### src/rtl/mdu_pkg.sv
// Shared definitions for the multiply/divide sequencer: ALU op codes,
// FSM state encoding, op select values and the ALU request payload.
package mdu_pkg;

    localparam int unsigned MDU_W = 32;

    localparam logic [3:0] ALUC_ADD = 4'b0000;
    localparam logic [3:0] ALUC_SUB = 4'b0100;

    localparam logic OP_MUL = 1'b0;
    localparam logic OP_DIV = 1'b1;

    typedef enum logic [1:0] {
        ST_IDLE = 2'd0,
        ST_MUL  = 2'd1,
        ST_DIV  = 2'd2,
        ST_DONE = 2'd3
    } mdu_state_e;

    // Operands and op code presented to the shared ALU.
    typedef struct packed {
        logic [MDU_W-1:0] a;
        logic [MDU_W-1:0] b;
        logic [3:0]       aluc;
    } alu_req_t;

endpackage

### src/rtl/mdu_seq.sv
// Multi-cycle unsigned multiply / divide sequencer that time-shares the
// CPU's combinational ALU, one radix-2 iteration per clock.
// Ports:
//   clk, clrn        : clock, asynchronous active-low reset
//   start, op, x, y  : request (op 0 = MUL, 1 = DIV), sampled in IDLE only
//   busy, done       : decoded from state; done pulses for one cycle
//   hi, lo           : MUL product {hi,lo}; DIV remainder (hi) / quotient (lo)
//   alu_a/b/aluc     : operands driven to the shared ALU
//   alu_r            : ALU result
module mdu_seq
    import mdu_pkg::*;
#(
    parameter int unsigned WIDTH = MDU_W,
    parameter int unsigned ITER  = MDU_W
) (
    input  logic             clk,
    input  logic             clrn,
    input  logic             start,
    input  logic             op,
    input  logic [WIDTH-1:0] x,
    input  logic [WIDTH-1:0] y,
    output logic             busy,
    output logic             done,
    output logic [WIDTH-1:0] hi,
    output logic [WIDTH-1:0] lo,
    output logic [WIDTH-1:0] alu_a,
    output logic [WIDTH-1:0] alu_b,
    output logic [3:0]       alu_aluc,
    input  logic [WIDTH-1:0] alu_r
);

    localparam int unsigned CNT_W = $clog2(ITER);
    localparam logic [CNT_W-1:0] CNT_LAST = CNT_W'(ITER - 1);

    mdu_state_e       state, state_d;
    logic [CNT_W-1:0] cnt;
    logic [WIDTH-1:0] opnd;
    logic [WIDTH-1:0] rs;
    logic             carry;
    logic             ge;
    alu_req_t         alu_req;

    // State register.
    always_ff @(posedge clk or negedge clrn) begin
        if (!clrn)
            state <= ST_IDLE;
        else
            state <= state_d;
    end

    // Next state; busy/done decode straight from the registered state.
    always_comb begin
        state_d = state;
        busy    = (state != ST_IDLE);
        done    = (state == ST_DONE);
        unique case (state)
            ST_IDLE: begin
                if (start) begin
                    if (op == OP_MUL)
                        state_d = ST_MUL;
                    else if (y == '0)
                        state_d = ST_DONE;
                    else
                        state_d = ST_DIV;
                end
            end
            ST_MUL, ST_DIV: begin
                if (cnt == CNT_LAST)
                    state_d = ST_DONE;
            end
            ST_DONE: state_d = ST_IDLE;
            default: state_d = ST_IDLE;
        endcase
    end

    // ALU operand steering; idle ALU sees ADD of zeros.
    always_comb begin
        alu_req      = '0;
        alu_req.aluc = ALUC_ADD;
        rs           = {hi[WIDTH-2:0], lo[WIDTH-1]};
        unique case (state)
            ST_MUL: begin
                alu_req.a = hi;
                alu_req.b = lo[0] ? opnd : '0;
            end
            ST_DIV: begin
                alu_req.a    = rs;
                alu_req.b    = opnd;
                alu_req.aluc = ALUC_SUB;
            end
            default: ;
        endcase
    end

    assign alu_a    = alu_req.a;
    assign alu_b    = alu_req.b;
    assign alu_aluc = alu_req.aluc;

    // Carry out of the wrapped add, and "partial remainder fits" for divide.
    // hi[MSB] set means the shifted remainder exceeds 32 bits, so it always fits.
    assign carry = (alu_r < alu_req.a);
    assign ge    = hi[WIDTH-1] | (rs >= opnd);

    // Datapath: operand latch, shift-add multiply, restoring divide, counter.
    always_ff @(posedge clk or negedge clrn) begin
        if (!clrn) begin
            hi   <= '0;
            lo   <= '0;
            opnd <= '0;
            cnt  <= '0;
        end else begin
            unique case (state)
                ST_IDLE: begin
                    if (start) begin
                        if (op == OP_MUL) begin
                            opnd <= x;
                            hi   <= '0;
                            lo   <= y;
                            cnt  <= '0;
                        end else if (y != '0) begin
                            opnd <= y;
                            hi   <= '0;
                            lo   <= x;
                            cnt  <= '0;
                        end else begin
                            hi <= x;
                            lo <= '1;
                        end
                    end
                end
                ST_MUL: begin
                    {hi, lo} <= {carry, alu_r, lo[WIDTH-1:1]};
                    cnt      <= cnt + CNT_W'(1);
                end
                ST_DIV: begin
                    hi  <= ge ? alu_r : rs;
                    lo  <= {lo[WIDTH-2:0], ge};
                    cnt <= cnt + CNT_W'(1);
                end
                default: ;
            endcase
        end
    end

endmodule

### config.mk
export PLATFORM = sky130hd
export DESIGN_NAME = mdu_seq
export DESIGN_NICKNAME = d
export VERILOG_FILES = /design/src/rtl/mdu_pkg.sv /design/src/rtl/mdu_seq.sv
export SDC_FILE = /design/constraint.sdc
export NUM_CORES = 1
export LEC_CHECK = 0
export CORE_AREA = 2 2 103 180
export CTS_CLUSTER_SIZE = 24
export DETAILED_ROUTE_END_ITERATION = 12
export DIE_AREA = 0 0 105 182
export GPL_TIMING_DRIVEN = 0
export PLACE_DENSITY = 0.91
export SLEW_MARGIN = 5
export SYNTH_ARGS = -nofsm -noshare
export SYNTH_HDL_FRONTEND = slang
export SYNTH_SLANG_ARGS = --single-unit
### constraint.sdc
create_clock -name clk -period 4.21 [get_ports clk]
set_clock_uncertainty 0.1 [all_clocks]
set_input_delay 0.421 -clock clk [delete_from_list [all_inputs] [get_ports clk]]
set_output_delay 0.421 -clock clk [all_outputs]
set_load 0.01 [all_outputs]
==> summary.txt <==
Setup path
  – Worst EP required: about 4.4 ns
  – CP startpoint kind: flip-flop
  – CP Cell Sequence: inv_1 -> ha_1 -> clkbuf_1 -> clkbuf_2 -> clkbuf_2 -> a22o_1 -> nand2_1 -> ha_1 -> o41ai_2 -> a21oi_1 -> o311a_1 -> o41ai_2 -> a21oi_1 -> a221oi_2
  – Worst path slowest cell: dfrtp_1
  – WP data arrival: roughly 4.3 ns
  – Slowest stage delay, CP: between 0.4 and 0.5 ns
  – Delay-heaviest family, CP: compound AO/OA/AOI/OAI gates
  – Crit path kind: reg -> reg
  – Crit path max fanout: 10
  – CP bufs+invs: 4
  – Worst setup EP type: flip-flop

Synth
  – Simple-gate share of the synthesized area: 19.00%
  – Adder-cell share of the synthesized area: between 9 and 10%
  – Cells taking the most area after synthesis: dfrtp_1 30%, ha_1 9.9%, mux2i_1 7.3%
  – Cell Area, Synth: 0.008680 mm2
  – Syn. warnings: 0
  – Synth Register Bits: approximately 100
  – Top cell type's share of synthesized area: 29.70%
  – Async SR Flop Fraction: 100.0%
  – Top_reg_cell synth: dfrtp_1
  – Mean Syn Cell Area: 7.574 um2
  – Synth Area in XOR/XNOR: 0%
  – Post-synth cell types: 48
  – Sequential area share after synthesis: roughly 30%
  – Proportion of synthesized area in mux cells: around 7.5%
  – Largest family of logic cells by synthesized area: compound AO/OA/AOI/OAI gates
  – Synth Area in Compound Gates: between 20% and 30%
  – Cell accounting for the most synthesized area: dfrtp_1
  – Number of synthesized flops with an enable pin: 0
  – Syn Inst Count: 1146

Timing
  – Worst hold margin: roughly 0.39 ns
  – Post-route minimum period: about 4 ns
  – FMAX: roughly 240 MHz
  – Final setup vio count: 0
  – Slew @ Worst Pin: between 0.7 and 0.8 ns
  – Final Worst Setup Slack: 0.09979 ns
  – Fin crit share: ~98%
  – Pins Over Slew Limit: 0
  – Slew margin rel.: between 40% and 50%
  – RSZ-0062 raised after global routing: no
  – Setup TNS: 0 ns
  – Hold Fails Final Rpt: 0

Final layout
  – Post-route cell area: around 0.012 mm2
  – Fillers: between 1500 and 2000
  – Fin nets: 1558
  – Final Core Density: roughly two thirds
  – P&R area growth vs syn: 33.99%
  – Final Non-Filler Cells: about 1600
  – Share of cells above drive strength 1: 4.232%
  – Most common library cell in the layout ignoring fill and taps: clkdlybuf4s50_1
  – Commonest cells after routing, fill and taps aside: 229 x clkdlybuf4s50_1, 152 x nand2_1, 142 x nor2_1

Power and ir drop
  – Static leakage power: a little over 5 nW
  – Int Power: ~5.4 mW
  – Sequential share of power: 20.0%
  – Switching pwr: between 5 and 6 mW
  – Clock Power Share: 8.6%
  – Power Density: roughly 930 mW/mm2
  – Final Power: 10.81 mW
  – Sw Ratio: just over 50%
  – Combinational group share of total power: 71.4%
  – Maximum vdd drop: 519.8 uV

Global routing
  – First-pass GRT wire length: ~52000 um
  – Vias in the first global route: between 10000 and 15000
  – Initial antenna violation count: 1
  – Met2 GRT Util: 60.16%
  – Busiest grt layer: met2
  – Largest net degree at the start of global routing: 69
  – Remaining Overflow, GRT: 0
  – Total Routing Usage GR: 34.38%
  – Grt met3 use: ~5.3%
  – M1 GR Usage: a little under two fifths

Flow run
  – Max-Cap Viols: 0

Clocking
  – Post-CTS setup buffers: 0
  – Htree depth: 3
  – Clk buf depth: 2
  – CTS sink count: approximately 100
  – CTS buffer count: 9
  – CTS clock-pin slew for the worst setup and hold paths: 0.08 ns
  – Clk root buf: clkbuf_16
  – Clock Latency Late Sink: 0.36 ns
  – CTS tree: yes

Routing
  – Number of DRC markers in iteration 0: between 800 and 900
  – DR vias: roughly 10000
  – Routed wire length: 33060 um
  – Vias per cell: about 6.1
  – Post-DRT Antenna Nets: 0
  – Drt drc: 0
  – Drt pass-1 iters: 8
  – WL per Instance: 20.30 um

Status
  – Outcome: complete, no violations

Floorplanning
  – Die width: around 110 um
  – Core Footprint: 0.01773 mm2
  – Initial Utilization: around half
  – Area of the die: roughly 0.019 mm2
  – Die span in y: between 150 and 200 um
  – Ports: approximately 230
  – # rows: 65

Place
  – Detail Placement HPWL: 26640 um
  – Placement Cell Area: 0.01131 mm2
  – Pre-CTS WS: -0.06249 ns
  – Placer Congestion: 0.9879
  – Placed Cells: roughly 1600
  – IO buf count: 230

Hold path
  – Worst min path class: reg -> reg
area by class of cell:
class	count	area, um2	area share, %
Sequential cell	103	2577	22.16
Tap cell	234	292.8	2.517
Timing Repair Buffer	232	2337	20.10
Multi-Input combinational cell	883	5436	46.75
Antenna cell	1	2.502	0.02152
Inverter	70	262.8	2.259
Buffer	90	407.9	3.507
Clock buffer	10	239.0	2.055
Clock inverter	6	73.82	0.6348
cell usage after synthesis, drive strengths merged (2+ instances only):
library cell  number
a211oi            33
a221oi             3
a21oi            124
nand2            152
o41ai              2
nand4              7
nor4               9
buf               42
dfrtp            103
and4               4
inv               70
clkbuf            50
nand2b             2
mux2i             63
ha                69
a21o              33
o21ai             81
nor2             142
nor3              34
o211ai             2
a22o              60
mux2               2
a32o               2
nand3             40
worst reg2reg max path: stages, from the launching register on:
cell	delay, ns
dfrtp_1	0.42
inv_1	0.09
ha_1	0.13
clkbuf_1	0.40
clkbuf_2	0.37
clkbuf_2	0.32
a22o_1	0.20
nand2_1	0.08
ha_1	0.27
o41ai_2	0.40
a21oi_1	0.14
o311a_1	0.42
o41ai_2	0.26
a21oi_1	0.15
a221oi_2	0.27
routing by layer:
| layer | wire length [um] | up-vias |
|---|---|---|
| met3 | 2473 | 205 |
| met2 | 16600 | 649 |
| li1 | - | 4542 |
| met1 | 11280 | 4585 |
| met5 | 0 | - |
| met4 | 2708 | 0 |
sequential cells by signal, summed over array words and instances (netlist names):
| register | cells |
|---|---|
| state | 2 |
| lo | 32 |
| hi | 32 |
| opnd | 32 |
| cnt | 5 |
power by group through the flow:
stage          clock, mW  combinational, mW  sequential, mW
6_report           0.924               7.72            2.16
5_1_grt            0.947               8.49            2.21
4_1_cts            0.913               7.65            2.13
3_5_place_dp           0               7.60            2.15
3_3_place_gp           0               7.34            2.13
2_1_floorplan          0               4.68            2.09
final timing paths:
path / from / depth (start not counted) / endpoint / slack [ns]
worst min register to register: opnd[14] / 2 / opnd[14] / 0.39
worst max-delay path: state[1] / 14 / hi[31] / 0.1
min in group asynchronous: clrn / 2 / lo[26] / 0.48
worst min-delay path: opnd[14] / 2 / opnd[14] / 0.39
worst max register to register: state[1] / 14 / hi[31] / 0.1
max in group asynchronous: clrn / 3 / hi[4] / 2.81
cell families after synthesis:
family / Yosys count
flip-flops: 103
AO/OA/AOI/OAI: 352
adder cells (fa/ha/maj): 69
other: 1
AND/OR/NAND/NOR: 394
multiplexers: 65
buffers and inverters: 162
what timing repair did:
item | 4_1_cts | 5_1_grt
hold buffers | 1 | 0
pin swaps | 0 | 0
endpoints found under the setup margin | 1 | 1
hold endpoints to repair | 35 | 0
gates resized for setup | 1 | 4
Note: power is estimated with default switching activity, not from simulation.
